**config.mk**
```make
export PLATFORM = sky130hd
export DESIGN_NAME = ibex_rf_wb_arbiter
export DESIGN_NICKNAME = d
export VERILOG_FILES = /design/src/rtl/ibex_rf_wb_arbiter.sv
export SDC_FILE = /design/constraint.sdc
export NUM_CORES = 1
export LEC_CHECK = 0
export ABC_CLOCK_PERIOD_IN_PS = 3000
export CAP_MARGIN = 20
export CORE_ASPECT_RATIO = 2
export CORE_UTILIZATION = 40
export CTS_CLUSTER_DIAMETER = 60
export DETAILED_ROUTE_END_ITERATION = 12
export PLACE_DENSITY = 0.71
export SLEW_MARGIN = 15
export SYNTH_ARGS = -nofsm -noshare
export SYNTH_HDL_FRONTEND = slang
export SYNTH_SLANG_ARGS = --single-unit
```
**constraint.sdc**
```tcl
create_clock -name clk_i -period 3 [get_ports clk_i]
set_clock_uncertainty 0.2 [all_clocks]
set_input_delay 0.6 -clock clk_i [delete_from_list [all_inputs] [get_ports clk_i]]
set_output_delay 0.6 -clock clk_i [all_outputs]
set_load 0.005 [all_outputs]
```
**src/rtl/ibex_rf_wb_arbiter.sv**
```systemverilog
// Register file write-port arbiter: LSU responses win, execute results bypass
// or wait in an in-order queue, with read-side forwarding of pending writes.
module ibex_rf_wb_arbiter #(
    parameter int unsigned DataWidth = 32,
    parameter int unsigned Depth     = 2
) (
    input  logic                 clk_i,
    input  logic                 rst_ni,
    input  logic                 ex_valid_i,
    output logic                 ex_ready_o,
    input  logic [4:0]           ex_waddr_i,
    input  logic [DataWidth-1:0] ex_wdata_i,
    input  logic                 lsu_valid_i,
    input  logic [4:0]           lsu_waddr_i,
    input  logic [DataWidth-1:0] lsu_wdata_i,
    input  logic [4:0]           raddr_a_i,
    input  logic [4:0]           raddr_b_i,
    output logic                 fwd_a_valid_o,
    output logic                 fwd_b_valid_o,
    output logic [DataWidth-1:0] fwd_a_data_o,
    output logic [DataWidth-1:0] fwd_b_data_o,
    output logic [4:0]           rf_waddr_o,
    output logic [DataWidth-1:0] rf_wdata_o,
    output logic                 rf_we_o,
    output logic                 pending_o
);

    localparam int unsigned PtrW = (Depth > 1) ? $clog2(Depth) : 1;
    localparam int unsigned CntW = $clog2(Depth + 1);

    logic                 valid_q [Depth];
    logic [4:0]           addr_q  [Depth];
    logic [DataWidth-1:0] data_q  [Depth];
    logic [CntW-1:0]      count_q;
    logic [PtrW-1:0]      rd_ptr_q;
    logic [PtrW-1:0]      wr_ptr_q;

    logic ex_fire;
    logic bypass;
    logic enq;
    logic pop;
    logic lsu_kill;
    logic [DataWidth:0] fwd_a;
    logic [DataWidth:0] fwd_b;

    assign ex_ready_o = (32'(count_q) < Depth);
    assign ex_fire    = ex_valid_i && ex_ready_o;
    assign pop        = !lsu_valid_i && (count_q != '0);
    assign bypass     = !lsu_valid_i && (count_q == '0) && ex_fire;
    assign enq        = ex_fire && !bypass;
    assign lsu_kill   = lsu_valid_i && (lsu_waddr_i != 5'd0);
    assign pending_o  = (count_q != '0);

    function automatic logic [PtrW-1:0] ptr_inc(input logic [PtrW-1:0] p);
        return (32'(p) == Depth - 1) ? '0 : p + PtrW'(1);
    endfunction

    // Later matches overwrite earlier ones, so the sweep runs lowest to highest priority.
    function automatic logic [DataWidth:0] lookup(input logic [4:0] raddr);
        logic [DataWidth:0] r;
        logic [PtrW-1:0]    idx;
        r = '0;
        if (raddr != 5'd0) begin
            if (bypass && ex_waddr_i == raddr) r = {1'b1, ex_wdata_i};
            for (int unsigned i = 0; i < Depth; i++) begin
                idx = PtrW'((32'(rd_ptr_q) + i) % Depth);
                if (i < 32'(count_q) && valid_q[idx] && addr_q[idx] == raddr) begin
                    r = {1'b1, data_q[idx]};
                end
            end
            if (lsu_valid_i && lsu_waddr_i == raddr) r = {1'b1, lsu_wdata_i};
        end
        return r;
    endfunction

    always_comb begin
        rf_we_o    = 1'b0;
        rf_waddr_o = '0;
        rf_wdata_o = '0;
        if (lsu_valid_i) begin
            rf_we_o    = (lsu_waddr_i != 5'd0);
            rf_waddr_o = lsu_waddr_i;
            rf_wdata_o = lsu_wdata_i;
        end else if (count_q != '0) begin
            rf_we_o    = valid_q[rd_ptr_q] && (addr_q[rd_ptr_q] != 5'd0);
            rf_waddr_o = addr_q[rd_ptr_q];
            rf_wdata_o = data_q[rd_ptr_q];
        end else if (ex_fire) begin
            rf_we_o    = (ex_waddr_i != 5'd0);
            rf_waddr_o = ex_waddr_i;
            rf_wdata_o = ex_wdata_i;
        end
    end

    always_comb begin
        fwd_a         = lookup(raddr_a_i);
        fwd_b         = lookup(raddr_b_i);
        fwd_a_valid_o = fwd_a[DataWidth];
        fwd_a_data_o  = fwd_a[DataWidth-1:0];
        fwd_b_valid_o = fwd_b[DataWidth];
        fwd_b_data_o  = fwd_b[DataWidth-1:0];
    end

    // Kill is applied before the enqueue write so a same-cycle execute result survives.
    always_ff @(posedge clk_i or negedge rst_ni) begin
        if (!rst_ni) begin
            count_q  <= '0;
            rd_ptr_q <= '0;
            wr_ptr_q <= '0;
            for (int unsigned i = 0; i < Depth; i++) begin
                valid_q[i] <= 1'b0;
                addr_q[i]  <= '0;
                data_q[i]  <= '0;
            end
        end else begin
            if (lsu_kill) begin
                for (int unsigned i = 0; i < Depth; i++) begin
                    if (addr_q[i] == lsu_waddr_i) valid_q[i] <= 1'b0;
                end
            end
            if (enq) begin
                valid_q[wr_ptr_q] <= 1'b1;
                addr_q[wr_ptr_q]  <= ex_waddr_i;
                data_q[wr_ptr_q]  <= ex_wdata_i;
                wr_ptr_q          <= ptr_inc(wr_ptr_q);
            end
            if (pop) rd_ptr_q <= ptr_inc(rd_ptr_q);
            count_q <= count_q + CntW'(enq) - CntW'(pop);
        end
    end

endmodule

```
==> metrics <==
crit-path cells=buf_12 > mux2i_1 > buf_4 > xor2_1 > nand4_1 > buf_4 > buf_6 > o31ai_4 > buf_12 > buf_12 > buf_12 > o221ai_4 > buf_2; RSZ-0062 raised after global routing=true; fin. max-slew vios=0; Post-DRT Antenna Nets=0; Mapped Nets=840; Layout area overhead=75.0%; NumNets Final=roughly 1200; Post-CTS Hold Buffers=0; Starting Density=40.9%; Core Box Area=between 0.015 and 0.02 mm^2; pwr/cell area=~900 mW/mm^2; register bit total from synthesis=80; Iter 0 DRT Violations=843; WL/cell=around 28 um; Stages on worst setup path=13; vias per cell=6.71; CP required=~2.2 ns; worst path bufs/invs=8; final-report hold violation count=0; Post-synth EDFFs=0; DRT Pass-1 Iters=5; Worst-path clk slew=around 0.07 ns; first-pass GRT wire length=50200 um; Final setup viols=slightly below 80; Worst Setup Slack, final=-0.865 ns; WL met2=roughly 18000 um; post-synthesis cell type count=49; leakage power=roughly 5.4 nW; Max VDD drop=between 0.5 and 0.6 mV; Die ar.=0.0183 mm^2; Top Family by Delay on Critical Path=buffers and inverters; Post-Syn Area=slightly above 0.007 mm^2; Site Rows=68; CTS max path bufs=2; status=finished, violations left; vias in the first global route=~8800; worst min-delay path class=input port to async pin; minimum clock period=between 3 and 4 ns; Placer Congestion=0.988; CTS Buf Count=9; total power=0.0115 W; most common cell after layout, fill and taps aside=buf_4; Die H=about 190 um; max incr delay on CP=approximately 0.55 ns; via count=approximately 8800; # clock sinks=80; startpoint types=flop; Reg-to-Reg Start=count_q[0]; Max Clock Freq=between 0.2 and 0.3 GHz; top_reg_cell synth=dfrtp_1; failing checks=setup timing; Ports=194; DRC violations left=0; commonest non-fill, non-tap cells in the layout=buf_4, nand2_1, mux2_2; TritonCTS clock tree=built; Slew @ Worst Pin=between 0.7 and 0.8 ns; Critical Path AT=3.06 ns; asr flop ratio synth=100%; Clk Tree Root Cell=clkbuf_16; wire length on met3=around 3100 um; DP HPWL=about 21000 um; Tcrit/Tclk final=129%; sequential share of the synthesized area=roughly 28%; Rel. slew slack=between 40% and 50%; share of cells above drive strength 1=about 55%; Max Cap Viol=0; Max H-tree Level=3; Mapped Cells=750; crit path from=rd_ptr_q; Critical Path Sink=fwd_a_data_o[3]; routed wire length=36800 um; Most common cell on crit path=buf_12; GR Overflow Total=0; Cells after DPL=between 1000 and 1500; flop-to-flop setup slack=approximately 0.43 ns; Metal-1 WL=~12000 um; die extent in x=96.2 um; crit-path max FO=8; worst r2r dst=data_q[19]; initial antenna violation count=1; I/O Buffers=a little under 200; Global Route Usage Sum=37.1%; CP Class=flop to output port; mean area per synthesized cell=between 9 and 10 um^2; largest net degree at the start of global routing=37; yosys warns=0; slowest cell on the critical path=dfrtp_4; Post-Layout Cell Count=between 1000 and 1500; crit path capture type=output port; DR top layer=met4; clock latency on the worst-skew pair=about 0.34 ns; worst reg2reg path depth=6
-- metal layers --
layer  up-vias  track usage [%]
met5         -                0
met4         0             28.1
met3       252             7.14
met2       657             63.4
met1      4314             38.7
li1       3581                -
-- synthesized netlist by cell type (6+ instances only) --
master	number	area (um^2)
nand3_1	25	125
o221ai_1	22	193
o221ai_2	12	180
o21ai_0	8	40.0
a2bb2oi_1	7	61.3
buf_6	9	101
clkbuf_1	47	176
a22oi_1	46	345
o21ai_1	16	80.1
mux2i_1	30	300
xor2_1	20	175
nor2_1	15	56.3
mux2_2	115	1290
a32oi_1	55	482
dfrtp_1	80	2000
xnor2_1	34	298
buf_1	6	22.5
buf_2	18	90.1
nand2_1	110	413
-- area by class of cell --
cell class | count | area [um^2]
inverters | 4 | 15.0
fillers | 1163 | 4930
flip-flops and latches | 80 | 2010
multi-input cells | 585 | 5740
well taps | 210 | 263
diodes | 1 | 2.50
clock buffers | 10 | 229
repair buffers | 417 | 4080
clock inverters | 6 | 93.8
-- repair_timing --
action                                 CTS  global route
setup endpoints to repair              104           112
cloned                                   9             2
resized for setup                      496           165
setup buffers                           54            26
pin swaps                               43            69
endpoints found under the hold margin    0             0
-- cells by family (layout without fill, tap and decap cells) --
group | count (synthesis) | count (layout) | share of synthesized area, %
multiplexers | 150 | 150 | 23.8
AND/OR/NAND/NOR | 179 | 179 | 11.4
flip-flops | 80 | 80 | 28.2
buffers and inverters | 85 | 437 | 5.99
AO/OA/AOI/OAI | 200 | 200 | 23.6
XOR/XNOR | 54 | 54 | 6.66
other | 0 | 1 | 0
adder cells (fa/ha/maj) | 2 | 2 | 0.352
-- report_power, final --
part / switching [W] / internal, W / leakage (nW)
clock: 0.000484 / 0.000737 / 0.159
sequential: 0.000508 / 0.00164 / 0.944
combinational: 0.00388 / 0.00422 / 4.30
-- worst register-to-register path, cell delays in order, from the launching register on --
cell,delay [ns]
dfrtp_1,0.38
buf_4,0.16
o211ai_1,0.62
inv_1,0.15
nand2_2,0.36
buf_12,0.22
mux2_2,0.36
-- state kept, by name, indices dropped and copies added (netlist names) --
signal and cells:
data_q 64, addr_q 10, count_q 2, valid_q 2, rd_ptr_q 1, wr_ptr_q 1
-- per-stage QoR --
| stage | utilization (%) | hold slack [ns] | setup WS, ns | cell area, um^2 | TNS [ns] |
|---|---|---|---|---|---|
| 2_1_floorplan | - | 0.104 | 0.0407 | 7120 | 0 |
| 3_3_place_gp | 59.6 | 0.302 | -1.08 | 10400 | -72.63 |
| 3_5_place_dp | 59.6 | 0.312 | -1.08 | 10400 | -73.51 |
| 4_1_cts | 67.8 | 0.0323 | -0.693 | 11800 | -38.01 |
| 5_1_grt | 71.6 | 0.0384 | -1.14 | 12400 | -61.81 |
| 6_report | 71.6 | 0.00748 | -0.865 | 12400 | -47.71 |
-- worst min path at each step --
stage | from | endpoint | cells past startpoint
global placement | data_q[2] | data_q[2] | 1
finish | rst_ni | data_q[39] | 1
CTS | rst_ni | data_q[39] | 1
detailed placement | data_q[18] | data_q[18] | 1
global route | rst_ni | data_q[39] | 1
floorplan | rst_ni | addr_q[0] | 0
Note: power is estimated with default switching activity, not from simulation.
